[src/rtl/pixel_scheduler_pkg.sv]
// Shared types and constants for the pixel scheduler.
//   state_e    : scheduler FSM states
//   fb_pixel_t : packed 4:4:4 RGB frame-buffer word
//   BayerTable : 2x2 ordered-dither thresholds, indexed by {y[0], x[0]}
//   sat_add8   : 8-bit add that clamps at 255
package pixel_scheduler_pkg;

  typedef enum logic [1:0] {
    StIdle,
    StIssue,
    StWait,
    StWrite
  } state_e;

  typedef logic [11:0] fb_pixel_t;

  localparam logic [3:0] BayerTable [4] = '{4'd0, 4'd8, 4'd12, 4'd4};

  function automatic logic [7:0] sat_add8(logic [7:0] a, logic [3:0] b);
    logic [8:0] sum;
    sum = {1'b0, a} + {5'b0, b};
    return sum[8] ? 8'hFF : sum[7:0];
  endfunction

endpackage

[src/rtl/pixel_scheduler_pack.sv]
// pixel_pack: combinational colour packer. Truncates three 8-bit channels to a
// 12-bit 4:4:4 word. With PIXEL_DITHER_EN defined, a 2x2 Bayer threshold chosen
// by the pixel's coordinate parity is added (saturating) before truncation.
// Ports:
//   red_i/green_i/blue_i : registered colour channels
//   x0_i/y0_i            : LSBs of the pixel coordinate
//   pixel_o              : packed {r[7:4], g[7:4], b[7:4]}
module pixel_pack
  import pixel_scheduler_pkg::*;
(
  input  logic [7:0]  red_i,
  input  logic [7:0]  green_i,
  input  logic [7:0]  blue_i,
  input  logic        x0_i,
  input  logic        y0_i,
  output logic [11:0] pixel_o
);

`ifdef PIXEL_DITHER_EN
  logic [3:0] thr;
  logic [7:0] red_d, green_d, blue_d;

  assign thr     = BayerTable[{y0_i, x0_i}];
  assign red_d   = sat_add8(red_i, thr);
  assign green_d = sat_add8(green_i, thr);
  assign blue_d  = sat_add8(blue_i, thr);
  assign pixel_o = {red_d[7:4], green_d[7:4], blue_d[7:4]};
`else
  logic unused_coord;
  assign unused_coord = x0_i ^ y0_i;
  assign pixel_o      = {red_i[7:4], green_i[7:4], blue_i[7:4]};
`endif

endmodule

[src/rtl/pixel_scheduler.sv]
// pixel_scheduler: walks a WIDTH x HEIGHT frame in raster order (x fastest),
// launching one raymarcher job per pixel and writing its colour to a frame
// buffer. A pixel that does not finish within TIMEOUT_CYCLES is written as
// black and counted.
// Optional build macro: PIXEL_DITHER_EN (2x2 Bayer dither in pixel_pack).
// Ports:
//   clk_pixel_in, rst_in          : clock, synchronous active-high reset
//   start_in, busy_out            : frame start pulse, frame in progress
//   frame_done_out                : one-cycle end-of-frame pulse
//   curr_x, curr_y                : coordinate of the pixel in flight
//   march_start_out               : one-cycle raymarcher launch
//   pixel_done_in, red/green/blue_in : raymarcher result
//   fb_addr_out/fb_data_out/fb_we_out : frame-buffer write port
//   timeout_count_out             : timed-out pixels this frame (saturating)
module pixel_scheduler
  import pixel_scheduler_pkg::*;
#(
  parameter int WIDTH          = 300,
  parameter int HEIGHT         = 300,
  parameter int TIMEOUT_CYCLES = 4096
) (
  input  logic                               clk_pixel_in,
  input  logic                               rst_in,
  input  logic                               start_in,
  output logic                               busy_out,
  output logic                               frame_done_out,
  output logic [32:0]                        curr_x,
  output logic [32:0]                        curr_y,
  output logic                               march_start_out,
  input  logic                               pixel_done_in,
  input  logic [7:0]                         red_in,
  input  logic [7:0]                         green_in,
  input  logic [7:0]                         blue_in,
  output logic [$clog2(WIDTH*HEIGHT)-1:0]    fb_addr_out,
  output logic [11:0]                        fb_data_out,
  output logic                               fb_we_out,
  output logic [15:0]                        timeout_count_out
);

  localparam int AW   = $clog2(WIDTH * HEIGHT);
  localparam int CntW = (TIMEOUT_CYCLES > 1) ? $clog2(TIMEOUT_CYCLES) : 1;

  localparam logic [CntW-1:0] WaitLast = CntW'(TIMEOUT_CYCLES - 1);
  localparam logic [32:0]     XLast    = 33'(WIDTH - 1);
  localparam logic [32:0]     YLast    = 33'(HEIGHT - 1);

  state_e            state_q, state_d;
  logic [32:0]       x_q, x_d, y_q, y_d;
  logic [AW-1:0]     addr_q, addr_d;
  logic [CntW-1:0]   wait_q, wait_d;
  logic [7:0]        red_q, red_d, green_q, green_d, blue_q, blue_d;
  logic [15:0]       to_cnt_q, to_cnt_d;
  logic              done_q, done_d;

  // State and datapath registers
  always_ff @(posedge clk_pixel_in) begin
    if (rst_in) begin
      state_q  <= StIdle;
      x_q      <= '0;
      y_q      <= '0;
      addr_q   <= '0;
      wait_q   <= '0;
      red_q    <= '0;
      green_q  <= '0;
      blue_q   <= '0;
      to_cnt_q <= '0;
      done_q   <= 1'b0;
    end else begin
      state_q  <= state_d;
      x_q      <= x_d;
      y_q      <= y_d;
      addr_q   <= addr_d;
      wait_q   <= wait_d;
      red_q    <= red_d;
      green_q  <= green_d;
      blue_q   <= blue_d;
      to_cnt_q <= to_cnt_d;
      done_q   <= done_d;
    end
  end

  // Next-state and datapath updates
  always_comb begin
    state_d  = state_q;
    x_d      = x_q;
    y_d      = y_q;
    addr_d   = addr_q;
    wait_d   = wait_q;
    red_d    = red_q;
    green_d  = green_q;
    blue_d   = blue_q;
    to_cnt_d = to_cnt_q;
    done_d   = 1'b0;

    unique case (state_q)
      StIdle: begin
        if (start_in) begin
          state_d  = StIssue;
          x_d      = '0;
          y_d      = '0;
          addr_d   = '0;
          to_cnt_d = '0;
        end
      end
      StIssue: begin
        state_d = StWait;
        wait_d  = '0;
      end
      StWait: begin
        // Completion wins over timeout on the same cycle.
        if (pixel_done_in) begin
          red_d   = red_in;
          green_d = green_in;
          blue_d  = blue_in;
          state_d = StWrite;
        end else if (wait_q == WaitLast) begin
          red_d   = '0;
          green_d = '0;
          blue_d  = '0;
          if (to_cnt_q != 16'hFFFF) to_cnt_d = to_cnt_q + 16'd1;
          state_d = StWrite;
        end else begin
          wait_d = wait_q + 1'b1;
        end
      end
      StWrite: begin
        if (x_q == XLast) begin
          if (y_q == YLast) begin
            // Last pixel: coordinates stay parked on it.
            state_d = StIdle;
            done_d  = 1'b1;
          end else begin
            x_d     = '0;
            y_d     = y_q + 33'd1;
            addr_d  = addr_q + 1'b1;
            state_d = StIssue;
          end
        end else begin
          x_d     = x_q + 33'd1;
          addr_d  = addr_q + 1'b1;
          state_d = StIssue;
        end
      end
      default: state_d = StIdle;
    endcase
  end

  // Moore outputs
  always_comb begin
    busy_out        = (state_q != StIdle);
    march_start_out = (state_q == StIssue);
    fb_we_out       = (state_q == StWrite);
  end

  assign frame_done_out    = done_q;
  assign curr_x            = x_q;
  assign curr_y            = y_q;
  assign fb_addr_out       = addr_q;
  assign timeout_count_out = to_cnt_q;

  pixel_pack u_pack (
    .red_i   (red_q),
    .green_i (green_q),
    .blue_i  (blue_q),
    .x0_i    (x_q[0]),
    .y0_i    (y_q[0]),
    .pixel_o (fb_data_out)
  );

endmodule

[config.mk]
export PLATFORM = sky130hd
export DESIGN_NAME = pixel_scheduler
export DESIGN_NICKNAME = d
export VERILOG_FILES = /design/src/rtl/pixel_scheduler_pkg.sv /design/src/rtl/pixel_scheduler_pack.sv /design/src/rtl/pixel_scheduler.sv
export SDC_FILE = /design/constraint.sdc
export NUM_CORES = 1
export LEC_CHECK = 0
export ABC_AREA = 0
export CAP_MARGIN = 20
export CELL_PAD_IN_SITES_DETAIL_PLACEMENT = 1
export CELL_PAD_IN_SITES_GLOBAL_PLACEMENT = 1
export CORE_MARGIN = 3
export CORE_UTILIZATION = 42
export CTS_BUF_LIST = sky130_fd_sc_hd__clkbuf_8
export DETAILED_ROUTE_END_ITERATION = 10
export GPL_TIMING_DRIVEN = 0
export PLACE_DENSITY_LB_ADDON = 0.1
export SLEW_MARGIN = 20
export SYNTH_ARGS = -nofsm -noshare
export SYNTH_HDL_FRONTEND = slang
export SYNTH_HIERARCHICAL = 1
export SYNTH_SLANG_ARGS = --single-unit
[constraint.sdc]
create_clock -name clk_pixel_in -period 7 [get_ports clk_pixel_in]
set_clock_uncertainty 0.1 [all_clocks]
set_input_delay 1.4 -clock clk_pixel_in [delete_from_list [all_inputs] [get_ports clk_pixel_in]]
set_output_delay 1.4 -clock clk_pixel_in [all_outputs]
set_load 0.005 [all_outputs]
== Word-level counts from Yosys, hierarchy flattened ==
Index checks and enable logic that the tools add are counted.

* $add $sub $neg: 5
* Eq/ne operators: 16
* Muxes and demuxes: 30
* Bitwise operators: 2
* Reduce and logical (&&, ||, !) cells: 13

{| class="wikitable"
|+ Operators with widths
! operator !! count
|-
| $mux 33 || 5
|-
| $pmux 33 s2 || 2
|-
| $add 33x1->33 const B || 2
|-
| $eq 33x9->1 const B || 2
|-
| $mux 16 || 4
|-
| $mux 17 || 3
|-
| $pmux 17 s2 || 1
|-
| $mux 8 || 4
|-
| $pmux 16 s2 || 1
|-
| $mux 12 || 2
|-
| $pmux 12 s2 || 1
|-
| $add 17x1->17 const B || 1
|-
| $add 16x1->16 const B || 1
|-
| $ne 16x16->1 const B || 1
|-
| $add 12x1->12 const B || 1
|-
| $eq 12x12->1 const B || 1
|-
| $ne 2x2->1 const B || 6
|-
| $reduce_bool 2->1 || 5
|-
| $mux 2 || 4
|-
| $pmux 2 s4 || 1
|-
| $ne 3x3->1 const B || 2
|-
| $reduce_and 3->1 || 2
|-
| $reduce_and 5->1 || 1
|-
| $eq 2x2->1 const B || 2
|-
| 8 further kinds || 11
|}

* Register bits after elaboration: 138
* Input bits: 28
* Output and inout port bits: 115

== Longest topological paths before layout ==
* Word-level depth: 5
* Mapped depth: 10
* Mapped depth without buffers: 9

== Modules after synthesis ==
Netlist, hierarchy kept.

{| class="wikitable"
|+ Modules (own cells, without submodules)
! module !! instances !! cells an instance !! area an instance (µm²) !! seq. area each (µm²)
|-
| pixel_scheduler || 1 || 754 || 6323.6 || 2762.6
|-
| pixel_pack || 1 || 12 || 90.1 || 0.0
|}

== Least setup slack after synthesis ==
Ideal clock, no wire load.

* Path type: input-to-reg
* Start point: in pixel_done_in
* End point: reg to_cnt_q[8], in the netlist timeout_count_out[8]
* Arrival time: 2.769 ns
* Required time: 6.772 ns
* Path slack: 4.003 ns
* Stages: 8
* Path buffers: 1
* Cells stage by stage: and2_1 > clkbuf_1 > a211oi_1 > nand2_1 > a311oi_1 > nand3_1 > xor2_1 > nor2_1

* Longest elaborated chain between the ends: 2

{| class="wikitable"
|+ Ends and longest elaborated chain
! item !! RTL line !! RTL
|-
| start: declaration || pixel_scheduler.sv:30 || <nowiki>input logic pixel_done_in,</nowiki>
|-
| $ne 2x2->1 (no source line) || n/a ||
|-
| $reduce_and 5->1 (no source line) || n/a ||
|-
| end signal: assignment || pixel_scheduler.sv:77 || <nowiki>to_cnt_q <= to_cnt_d;</nowiki>
|-
| end: declaration || pixel_scheduler.sv:52 || <nowiki>logic [15:0] to_cnt_q, to_cnt_d;</nowiki>
|}

No other way between the ends.
A chain may end at the register's enable or synchronous reset.

== Final worst setup path ==
* Start point: in start_in
* End point: reg x_q[21], in the netlist curr_x[21]

* Longest elaborated chain between the ends: 2

{| class="wikitable"
|+ Ends and longest elaborated chain
! item !! RTL line !! RTL
|-
| start: declaration || pixel_scheduler.sv:24 || <nowiki>input logic start_in,</nowiki>
|-
| $ne 2x2->1 (no source line) || n/a ||
|-
| $reduce_and 3->1 (no source line) || n/a ||
|-
| end signal: assignment || pixel_scheduler.sv:59 || <nowiki>x_q <= '0;</nowiki>
|-
| end signal: assignment || pixel_scheduler.sv:70 || <nowiki>x_q <= x_d;</nowiki>
|-
| end: declaration || pixel_scheduler.sv:48 || <nowiki>logic [32:0] x_q, x_d, y_q, y_d;</nowiki>
|}

No other way between the ends.

==> impl_metrics.yaml <==
placed_design:
  dpl_hpwl_mm: 14.00
  placed_cell_area_um2: 7555
  numPlacedInstances: 1039
  preCtsSetupSlack_ns: 2.780
  placement.io_buffers: 129
  gp_congestion: 0.8719
cts:
  insertion_delay_ns: 0.45
  clock_sink_count: 126
  cts_hold_buf: 0
  clock_tree_buffer_depth: 2
  postCtsSetupRepairBufs: 0
  cts_tree: "built"
  clk_pin_slew_worst_paths_ns: 0.07
  cts.repair.resized: 0
  htree_levels: 4
  root_buffer: "sky130_fd_sc_hd__clkbuf_8"
  cts_buffers: 17
route:
  drt_pass_1_iters: 5
  num_vias: 5982
  route.met2.wl_mm: 9.339
  met3_length_um: 902
  drc_viols: 0
  wire_per_inst_um: 17.84
  drt_iter0_markers: 335
  drt-met1-wl_mm: 8.510
  detail_route.vias_per_cell: 5.585
  route.top_layer_used: "met4"
  wl_mm: 19.11
  drtAntennaViolNets: 0
yosys:
  synthesis.nets: 768
  yosys_warnings: 6
  synth_area_um2: 6038
  synthesis.area_per_instance_um2: 8.272
  syn-instance-count: 730
sta:
  tightestPinTransition_ns: 1.042
  setup_viol_count_final: 0
  clock.fmax_ghz: 0.2632
  finalCritPeriodShare: 0.5428
  final_hold_viol_count: 0
  slew_headroom: 0.2987
  rsz_0062_raised_after_global_routing: "no"
  slew_viol_final: 0
  final.setup.tns_ns: 0
  finalWorstSetupSlack_ns: 3.201
  timing.final.crit_period_ns: 3.799
finish:
  multi_input_area_um2: 3222
  drive_above_1_share: 0.06622
  area_growth_pct: 31.64
  fillers: 1692
  diodes: 0
  postLayoutCellArea_um2: 7949
  register_area_um2: 2522
  final_nets: 916
  final_cells: 1071
setup_path:
  cp-start-kind: "primary input"
  cp.buffers_inverters: 2
  cp_max_fo: 10
  worst_ep_required_time_ns: 7.24
  criticalPathCategory: "primary input to flip-flop"
  crit-reg2reg-capture: "curr_x[21]"
  worst_setup_slack_for_register_to_register_paths_ns: 3.73
  cpPeakStageDelay_ns: 0.69
  worstPathCellList: "clkdlybuf4s50_1, nor2b_1, or2_0, a21oi_1, clkbuf_1, nand4_1, xor2_1, nor2_1"
  worst_r2r_path_depth: 9
  timing.critical_path.to_type: "flip-flop"
  critical_path_top_delay_cell: "sky130_fd_sc_hd__a21oi_1"
  data_arrival_at_the_endpoint_of_the_critical_path_ns: 4.04
  crit_family: "buffers and inverters"
  critical_path.reg2reg.startpoint: "state_q[1]"
global_routing:
  grt_pass1_wl_mm: 30.97
  grt_usage: 0.2372
  pin_count_of_the_biggest_net_entering_global_routing: 17
  first_global_vias: 6289
  initial_antenna_violation_count: 0
  gr-total-overflow: 0
power:
  power_density_nw_per_um2: 230.2
  power.leakage_nw: 2.751
  vdd_ir_drop_max_v: 0.0001516
floorplan:
  floorplan.initialDensity: 0.4317
  rows: 43
  boundary_pins: 143
  die_width_um: 125.9
  die_y_um: 125.9
  die_area_um2: 15850
  core_area_um2: 13990
worst_hold_path:
  min_delay_worst_endpoint: "blue_q[7]"
  timing.hold.worst.class: "flip-flop to flip-flop"
  hold_path_startpoint: "blue_q[7]"
  min_path_cells: 2
flow_run:
  count_of_max_cap_constraint_violations: 0
status:
  status: "completed"
## registers in the layout (all words and copies together), names as in the netlist
signal	count
timeout_count_out	16
wait_q	12
green_q	4
red_q	4
state_q	2
fb_addr_out	17
curr_x	33
frame_done_out	1
blue_q	4
curr_y	33
## power breakdown
| part | switching, mW | leakage [nW] | internal, mW |
|---|---|---|---|
| Clock | 0.298 | 0.198 | 0.339 |
| Combinational | 0.318 | 1.54 | 0.128 |
| Sequential | 0.0140 | 1.02 | 0.732 |
## routing by layer
metal	vias up	global-route usage
li1	2845	-
met1	2941	0.2942
met2	162	0.4028
met3	34	0.06404
met4	0	0.07319
met5	-	0
## area by class of cell
type / instances / share of cell area
Tap cell: 180 / 0.02833
Multi-Input combinational cell: 541 / 0.4053
Sequential cell: 126 / 0.3173
Timing Repair Buffer: 129 / 0.1624
Inverter: 17 / 0.008028
Buffer: 46 / 0.02896
Clock buffer: 20 / 0.03463
Clock inverter: 12 / 0.01495
## worst max-delay path by stage
stage,slack [ns],endpoint,cells past startpoint,startpoint
2_1_floorplan,4.02,curr_y[21],6,start_in
3_3_place_gp,2.87,fb_addr_out[8],8,start_in
3_5_place_dp,2.78,curr_y[29],7,start_in
4_1_cts,3.25,curr_y[29],7,start_in
5_1_grt,3.01,curr_y[29],7,start_in
6_report,3.20,curr_x[21],8,start_in
## through the flow
step	hold slack [ns]	utilization	power, mW
after floorplan	0.3715	-	1.023
after global placement	0.3887	0.5401	1.185
after detailed placement	0.4128	0.5401	1.207
after CTS	0.4330	0.5682	1.840
after global routing	0.4554	0.5682	1.913
final	0.4230	0.5682	1.830
## layout by cell type (no fill, tap or decap), types with 4 or more instances in the layout
master	n
sky130_fd_sc_hd__nor4b_1	4
sky130_fd_sc_hd__o21ai_0	11
sky130_fd_sc_hd__a22oi_1	14
sky130_fd_sc_hd__clkinvlp_4	4
sky130_fd_sc_hd__ha_1	10
sky130_fd_sc_hd__nand3_1	45
sky130_fd_sc_hd__dfxtp_1	126
sky130_fd_sc_hd__xnor2_1	22
sky130_fd_sc_hd__o211ai_1	4
sky130_fd_sc_hd__clkdlybuf4s50_1	129
sky130_fd_sc_hd__nor3_1	17
sky130_fd_sc_hd__a21oi_1	20
sky130_fd_sc_hd__nand2_1	44
sky130_fd_sc_hd__nand4_1	52
sky130_fd_sc_hd__buf_4	13
sky130_fd_sc_hd__and3_1	25
sky130_fd_sc_hd__or4_1	4
sky130_fd_sc_hd__xor2_1	62
sky130_fd_sc_hd__inv_1	18
sky130_fd_sc_hd__clkbuf_8	20
sky130_fd_sc_hd__clkinv_2	5
sky130_fd_sc_hd__nor4_1	15
sky130_fd_sc_hd__or2_2	4
sky130_fd_sc_hd__nor2_1	131
sky130_fd_sc_hd__or3_1	11
sky130_fd_sc_hd__buf_2	7
sky130_fd_sc_hd__and2_1	6
sky130_fd_sc_hd__clkbuf_1	24
## tightest hold or removal path, delay by kind of cell (launching register included)
kind	cells	cell delay, ns
AOI/OAI and AO/OA	1	0.08
DFF	1	0.33
and+or+nand+nor	1	0.08
Power figures use the tool's default switching activity.
